## src/rtl/muldiv_unit_pkg.sv

```systemverilog
// Shared op and FSM state encodings for the iterative
// multiply/divide unit.
package muldiv_defs;

    typedef enum logic [1:0] {
        OP_MULT  = 2'b00,
        OP_MULTU = 2'b01,
        OP_DIV   = 2'b10,
        OP_DIVU  = 2'b11
    } op_e;

    typedef enum logic [1:0] {
        S_IDLE = 2'b00,
        S_CALC = 2'b01,
        S_FIX  = 2'b10
    } state_e;

    function automatic logic op_signed(input logic [1:0] o);
        return (o == OP_MULT) || (o == OP_DIV);
    endfunction

    function automatic logic op_div(input logic [1:0] o);
        return (o == OP_DIV) || (o == OP_DIVU);
    endfunction

endpackage

```

## src/rtl/muldiv_step.sv

```systemverilog
// One combinational iteration: shift-add multiply step or
// restoring divide step on unsigned magnitudes.
module muldiv_step
    import muldiv_defs::*;
#(
    parameter int WIDTH = 32
) (
    input  logic             div_mode,
    input  logic [WIDTH-1:0] acc_hi,
    input  logic [WIDTH-1:0] acc_lo,
    input  logic [WIDTH-1:0] operand,
    output logic [WIDTH-1:0] next_hi,
    output logic [WIDTH-1:0] next_lo
);

    logic [WIDTH:0] sum;
    logic [WIDTH:0] shifted;
    logic [WIDTH:0] diff;
    logic           ge;

    always_comb begin
        sum     = {1'b0, acc_hi} + (acc_lo[0] ? {1'b0, operand} : '0);
        shifted = {acc_hi, acc_lo[WIDTH-1]};
        diff    = shifted - {1'b0, operand};
        // partial remainder stays below 2*divisor, so bit WIDTH is the borrow
        ge      = ~diff[WIDTH];
        if (div_mode) begin
            next_hi = ge ? diff[WIDTH-1:0] : shifted[WIDTH-1:0];
            next_lo = {acc_lo[WIDTH-2:0], ge};
        end else begin
            next_hi = sum[WIDTH:1];
            next_lo = {sum[0], acc_lo[WIDTH-1:1]};
        end
    end

endmodule

```

## src/rtl/muldiv_unit.sv

```systemverilog
// Iterative MULT/MULTU/DIV/DIVU unit with HI/LO registers,
// one result bit per cycle, start/busy/done handshake.
module muldiv_unit
    import muldiv_defs::*;
#(
    parameter int WIDTH = 32
) (
    input  logic             clk,
    input  logic             rst,
    input  logic             start,
    input  logic [1:0]       op,
    input  logic [WIDTH-1:0] a,
    input  logic [WIDTH-1:0] b,
    input  logic             hi_we,
    input  logic             lo_we,
    input  logic [WIDTH-1:0] wdata,
    output logic             busy,
    output logic             done,
    output logic             div_zero,
    output logic [WIDTH-1:0] hi,
    output logic [WIDTH-1:0] lo
);

    localparam int CNT_W = $clog2(WIDTH) + 1;

    state_e             state, state_next;
    logic [CNT_W-1:0]   cnt;
    logic               div_q;
    logic               neg_q;
    logic               neg_r;
    logic               dz_q;
    logic [WIDTH-1:0]   a_raw;
    logic [WIDTH-1:0]   operand;
    logic [WIDTH-1:0]   acc_hi, acc_lo;
    logic [WIDTH-1:0]   step_hi, step_lo;
    logic [WIDTH-1:0]   mag_a, mag_b;
    logic               sa, sb;
    logic [2*WIDTH-1:0] prod;
    logic [WIDTH-1:0]   fix_hi, fix_lo;
    logic               last;

    muldiv_step #(.WIDTH(WIDTH)) u_step (
        .div_mode (div_q),
        .acc_hi   (acc_hi),
        .acc_lo   (acc_lo),
        .operand  (operand),
        .next_hi  (step_hi),
        .next_lo  (step_lo)
    );

    assign busy = (state != S_IDLE);
    assign last = (cnt == CNT_W'(WIDTH - 1));

    always_comb begin
        sa    = op_signed(op) & a[WIDTH-1];
        sb    = op_signed(op) & b[WIDTH-1];
        mag_a = sa ? -a : a;
        mag_b = sb ? -b : b;
    end

    always_comb begin
        state_next = state;
        unique case (state)
            S_IDLE: if (start) state_next = S_CALC;
            S_CALC: if (last) state_next = S_FIX;
            S_FIX:  state_next = S_IDLE;
            default: state_next = S_IDLE;
        endcase
    end

    always_comb begin
        prod   = {acc_hi, acc_lo};
        fix_hi = acc_hi;
        fix_lo = acc_lo;
        if (!div_q) begin
            if (neg_q) prod = -prod;
            fix_hi = prod[2*WIDTH-1:WIDTH];
            fix_lo = prod[WIDTH-1:0];
        end else if (dz_q) begin
            fix_hi = a_raw;
            fix_lo = '1;
        end else begin
            fix_hi = neg_r ? -acc_hi : acc_hi;
            fix_lo = neg_q ? -acc_lo : acc_lo;
        end
    end

    always_ff @(posedge clk) begin
        if (rst) state <= S_IDLE;
        else     state <= state_next;
    end

    always_ff @(posedge clk) begin
        if (rst) begin
            cnt      <= '0;
            div_q    <= 1'b0;
            neg_q    <= 1'b0;
            neg_r    <= 1'b0;
            dz_q     <= 1'b0;
            a_raw    <= '0;
            operand  <= '0;
            acc_hi   <= '0;
            acc_lo   <= '0;
            hi       <= '0;
            lo       <= '0;
            done     <= 1'b0;
            div_zero <= 1'b0;
        end else begin
            done     <= 1'b0;
            div_zero <= 1'b0;
            unique case (state)
                S_IDLE: begin
                    if (hi_we) hi <= wdata;
                    if (lo_we) lo <= wdata;
                    if (start) begin
                        cnt     <= '0;
                        div_q   <= op_div(op);
                        neg_q   <= sa ^ sb;
                        neg_r   <= sa;
                        dz_q    <= op_div(op) & (b == '0);
                        a_raw   <= a;
                        acc_hi  <= '0;
                        // multiplier or dividend shifts through acc_lo
                        acc_lo  <= op_div(op) ? mag_a : mag_b;
                        operand <= op_div(op) ? mag_b : mag_a;
                    end
                end
                S_CALC: begin
                    cnt    <= cnt + 1'b1;
                    acc_hi <= step_hi;
                    acc_lo <= step_lo;
                end
                S_FIX: begin
                    hi       <= fix_hi;
                    lo       <= fix_lo;
                    done     <= 1'b1;
                    div_zero <= dz_q;
                end
                default: ;
            endcase
        end
    end

endmodule

```

## config.mk

```make
export PLATFORM = sky130hd
export DESIGN_NAME = muldiv_unit
export DESIGN_NICKNAME = d
export VERILOG_FILES = /design/src/rtl/muldiv_unit_pkg.sv /design/src/rtl/muldiv_step.sv /design/src/rtl/muldiv_unit.sv
export SDC_FILE = /design/constraint.sdc
export NUM_CORES = 1
export LEC_CHECK = 0
export BUFFER_PORTS_ARGS = -buffer_cell sky130_fd_sc_hd__buf_2
export CORE_MARGIN = 3
export CORE_UTILIZATION = 55
export CTS_BUF_LIST = sky130_fd_sc_hd__clkbuf_8
export CTS_CLUSTER_DIAMETER = 40
export CTS_CLUSTER_SIZE = 12
export DETAILED_ROUTE_END_ITERATION = 7
export PLACE_DENSITY = 0.78
export RECOVER_POWER = 100
export SYNTH_ARGS = -nofsm -noshare
export SYNTH_HDL_FRONTEND = slang
export SYNTH_SLANG_ARGS = --single-unit
```

## constraint.sdc

```tcl
create_clock -name clk -period 4.77 [get_ports clk]
set_clock_uncertainty 0.15 [all_clocks]
set_input_delay 0.954 -clock clk [delete_from_list [all_inputs] [get_ports clk]]
set_output_delay 0.954 -clock clk [all_outputs]
set_load 0.1 [all_outputs]
```

==> results by group <==
Synthesis
  – Synth cell types: 77
  – Post-Synth Simple-Gate Area: 0.198
  – Syn Inst Count: roughly 2200
  – Largest family of logic cells by synthesized area: compound AO/OA/AOI/OAI gates
  – Yosys reg bits: a little over 200
  – Most used DFF post-synth: dfxtp_1
  – Mapped cell area: 0.0163 mm^2
  – Number of flops mapped to enable cells by yosys: 0
  – Syn avg cell area: 7.32 um^2
  – XOR/XNOR Fraction of Synth Area: 0.108
  – Part of the Yosys area used for sequential elements: 0.252
  – Compound-Gate Fraction of Synth Area: 0.291
  – Ys Warns: 0
  – Synth Area in Adders: 0.0553
  – Net Count, Synth: 2406
  – Synth async-reset ratio: 0
  – Post-synthesis mux area share: 0.0383

CTS
  – Clk root buf: clkbuf_8
  – Clk buf depth: 3
  – # resized after CTS: 0
  – Post-CTS setup buffer count: 0
  – Post-CTS Hold Buffers: 0
  – Worst-path clk slew: roughly 0.080 ns
  – CTS tree: built
  – Worst-Skew Late Latency: between 0.5 and 0.6 ns
  – Clock sinks: approximately 200
  – CTS HTree Levels: 2
  – CTS Buf Count: 38

Place
  – Routability Congestion: roughly 1
  – IO Port Bufs: between 150 and 200
  – HPWL Detailed: between 40 and 50 mm
  – Placed cell area: around 0.017 mm^2

Drt
  – Antenna-violating nets left: 0
  – WL/cell: approximately 23 um
  – Top layer in use: met5
  – Met1 wire length: 25.9 mm
  – DRT Pass-1 Iters: 6
  – Vias: 17900
  – Met2 WL: roughly 27 mm
  – Initial drt markers: roughly 2100
  – DRC viols: 0
  – Wire length on met3: 6.81 mm
  – Total length of routed wires: roughly 64 mm
  – Routed vias/inst: 6.57

STA
  – TNS Setup: 0 ns
  – RSZ-0062 raised after global routing: no
  – Count of final hold-check violations: 0
  – Min Clock Period, post-route: roughly 4.3 ns
  – Period utilization: 0.908
  – Final Max Tran Viols: about 80
  – Final setup fails: 0
  – Max transition margin: -0.111
  – Max Fclk: 231 MHz
  – Least-Margin Pin Slew: about 1.7 ns

Die
  – Overall die height: between 150 and 200 um
  – DIE AREA: between 0.03 and 0.04 mm^2
  – Die W: between 150 and 200 um
  – Core ar.: between 0.02 and 0.03 mm^2
  – IO Pins: 170
  – Row Count: 62
  – Initial Util: 0.563

Global route
  – Largest net degree at the start of global routing: between 80 and 90
  – Grt total ovfl: 0
  – Vias in the first global route: around 16000
  – Initial antenna violation count: 4
  – First-pass GRT wire length: between 90 and 100 mm
  – Total track usage: 0.384

Status
  – Violated checks: max-capacitance violations, max-slew violations
  – Status: finished with violations

Power
  – Pwr Density: 319 mW/mm^2
  – Overall power: just under 0.006 W
  – Peak supply drop: 0.222 mV
  – Leakage: ~7.1 nW

Cells and area
  – Commonest non-fill, non-tap cell in the layout: nand2_1
  – Most frequent cells in the layout: 297 x nand2_1, 237 x a21oi_1, 204 x dfxtp_1, 191 x nor2_1, 154 x o21ai_0
  – Synth-to-layout area growth: 11.0%
  – Antenna fix cells: 0
  – # nets final: 2487
  – Fillers: between 2000 and 3000
  – Final instance area: about 0.018 mm^2
  – Layout cell share with drive strength beyond 1: 0.105

Setup path
  – Worst Path Max Fanout: 21
  – Critical path arrival: between 4 and 5 ns
  – Reg2Reg Depth: 14
  – Worst R2R Setup Slack: around 0.44 ns
  – Worst EP required: ~5.1 ns
  – Startpoint Class: flop
  – Crit path kind: flop to flop
  – Kind of end point of the critical path: flop

Hold path
  – Worst hold path class: flop to flop
  – Min-Delay Path Depth: 2

Job
  – Maxcap violations: 1
-- synth_stat cells, types with 17 or more instances --
| library cell | n | area share |
|---|---|---|
| a211oi_1 | 48 | 0.022 |
| a21o_1 | 25 | 0.011 |
| a21oi_1 | 237 | 0.073 |
| a22oi_1 | 28 | 0.013 |
| a311oi_1 | 17 | 0.0091 |
| a31oi_1 | 18 | 0.0069 |
| clkbuf_1 | 151 | 0.035 |
| dfxtp_1 | 206 | 0.25 |
| ha_1 | 69 | 0.053 |
| inv_1 | 63 | 0.014 |
| mux2i_1 | 58 | 0.036 |
| nand2_1 | 297 | 0.068 |
| nand2b_1 | 25 | 0.0096 |
| nand3_1 | 22 | 0.0067 |
| nor2_1 | 194 | 0.045 |
| nor3_1 | 42 | 0.013 |
| o211ai_1 | 46 | 0.021 |
| o21ai_0 | 147 | 0.045 |
| o221ai_1 | 34 | 0.018 |
| o31ai_1 | 24 | 0.011 |
| xnor2_1 | 122 | 0.065 |
| xor2_1 | 79 | 0.042 |
-- cells by family (layout without fill, tap and decap cells) --
group                      count (synthesis)  count (layout)
adders and majority gates                 71              71
DFF                                      206             206
buffers and inverters                    241             352
AOI/OAI and AO/OA                        742             742
muxes                                     62              62
and+or+nand+nor                          709             709
xor gates and xnor gates                 201             201
-- routing by layer --
| layer | vias to the layer above | global-route usage |
|---|---|---|
| met4 | 4 | 0.209 |
| met1 | 8434 | 0.522 |
| met3 | 192 | 0.0622 |
| met2 | 1058 | 0.581 |
| li1 | 8227 | - |
| met5 | - | 0 |
-- power by group --
part / switching (W) / leakage [nW] / internal [W]
Combinational: 0.00116 / 4.94 / 0.000531
Clock: 0.000924 / 0.486 / 0.00117
Sequential: 0.000147 / 1.69 / 0.00183
Total: 0.00224 / 7.11 / 0.00354
-- metrics by stage --
stage / cells / hold WS, ns / worst slack, ns / util
2_1_floorplan: 2232 / 0.281 / 1.21 / -
3_3_place_gp: 2657 / 0.286 / 0.806 / 0.599
3_5_place_dp: 2657 / 0.291 / 0.636 / 0.599
4_1_cts: 2727 / 0.300 / 0.572 / 0.630
5_1_grt: 2727 / 0.323 / 0.152 / 0.625
6_report: 2727 / 0.297 / 0.440 / 0.625
-- critical path: stages, from the launching register on --
cell and delay, ns:
dfxtp_1 0.34, inv_1 0.11, ha_1 0.22, fa_1 0.23, nand2b_1 0.15, a21oi_1 0.10, o21a_1 0.22, o2111a_1 0.30
o311a_1 0.39, o21ai_0 0.25, a21oi_1 0.19, nor2_4 0.70, clkbuf_2 0.45, mux2i_1 0.23, o21ai_0 0.10
-- path summary, 6_finish.rpt --
path                                 start         to
worst min register to register       lo[4]      lo[4]
worst max-delay path            acc_lo[31]  acc_hi[6]
worst min-delay path                 lo[4]      lo[4]
worst max register to register  acc_lo[31]  acc_hi[6]
-- sequential cells by signal, summed over array words and instances (netlist names), 2 cells and up --
name     cells
a_raw       32
acc_hi      32
state        2
operand     32
hi          32
cnt          6
acc_lo      32
lo          32
-- cell type report --
| cell class | instances | area (um^2) | share of cell area |
|---|---|---|---|
| Tap cell | 384 | 480 | 0.0265 |
| Clock buffer | 41 | 564 | 0.0311 |
| Multi-Input combinational cell | 1785 | 11300 | 0.621 |
| Timing Repair Buffer | 217 | 1090 | 0.0603 |
| Clock inverter | 29 | 354 | 0.0195 |
| Sequential cell | 206 | 4130 | 0.228 |
| Inverter | 65 | 244 | 0.0135 |
(Power assumes the default switching activity.)
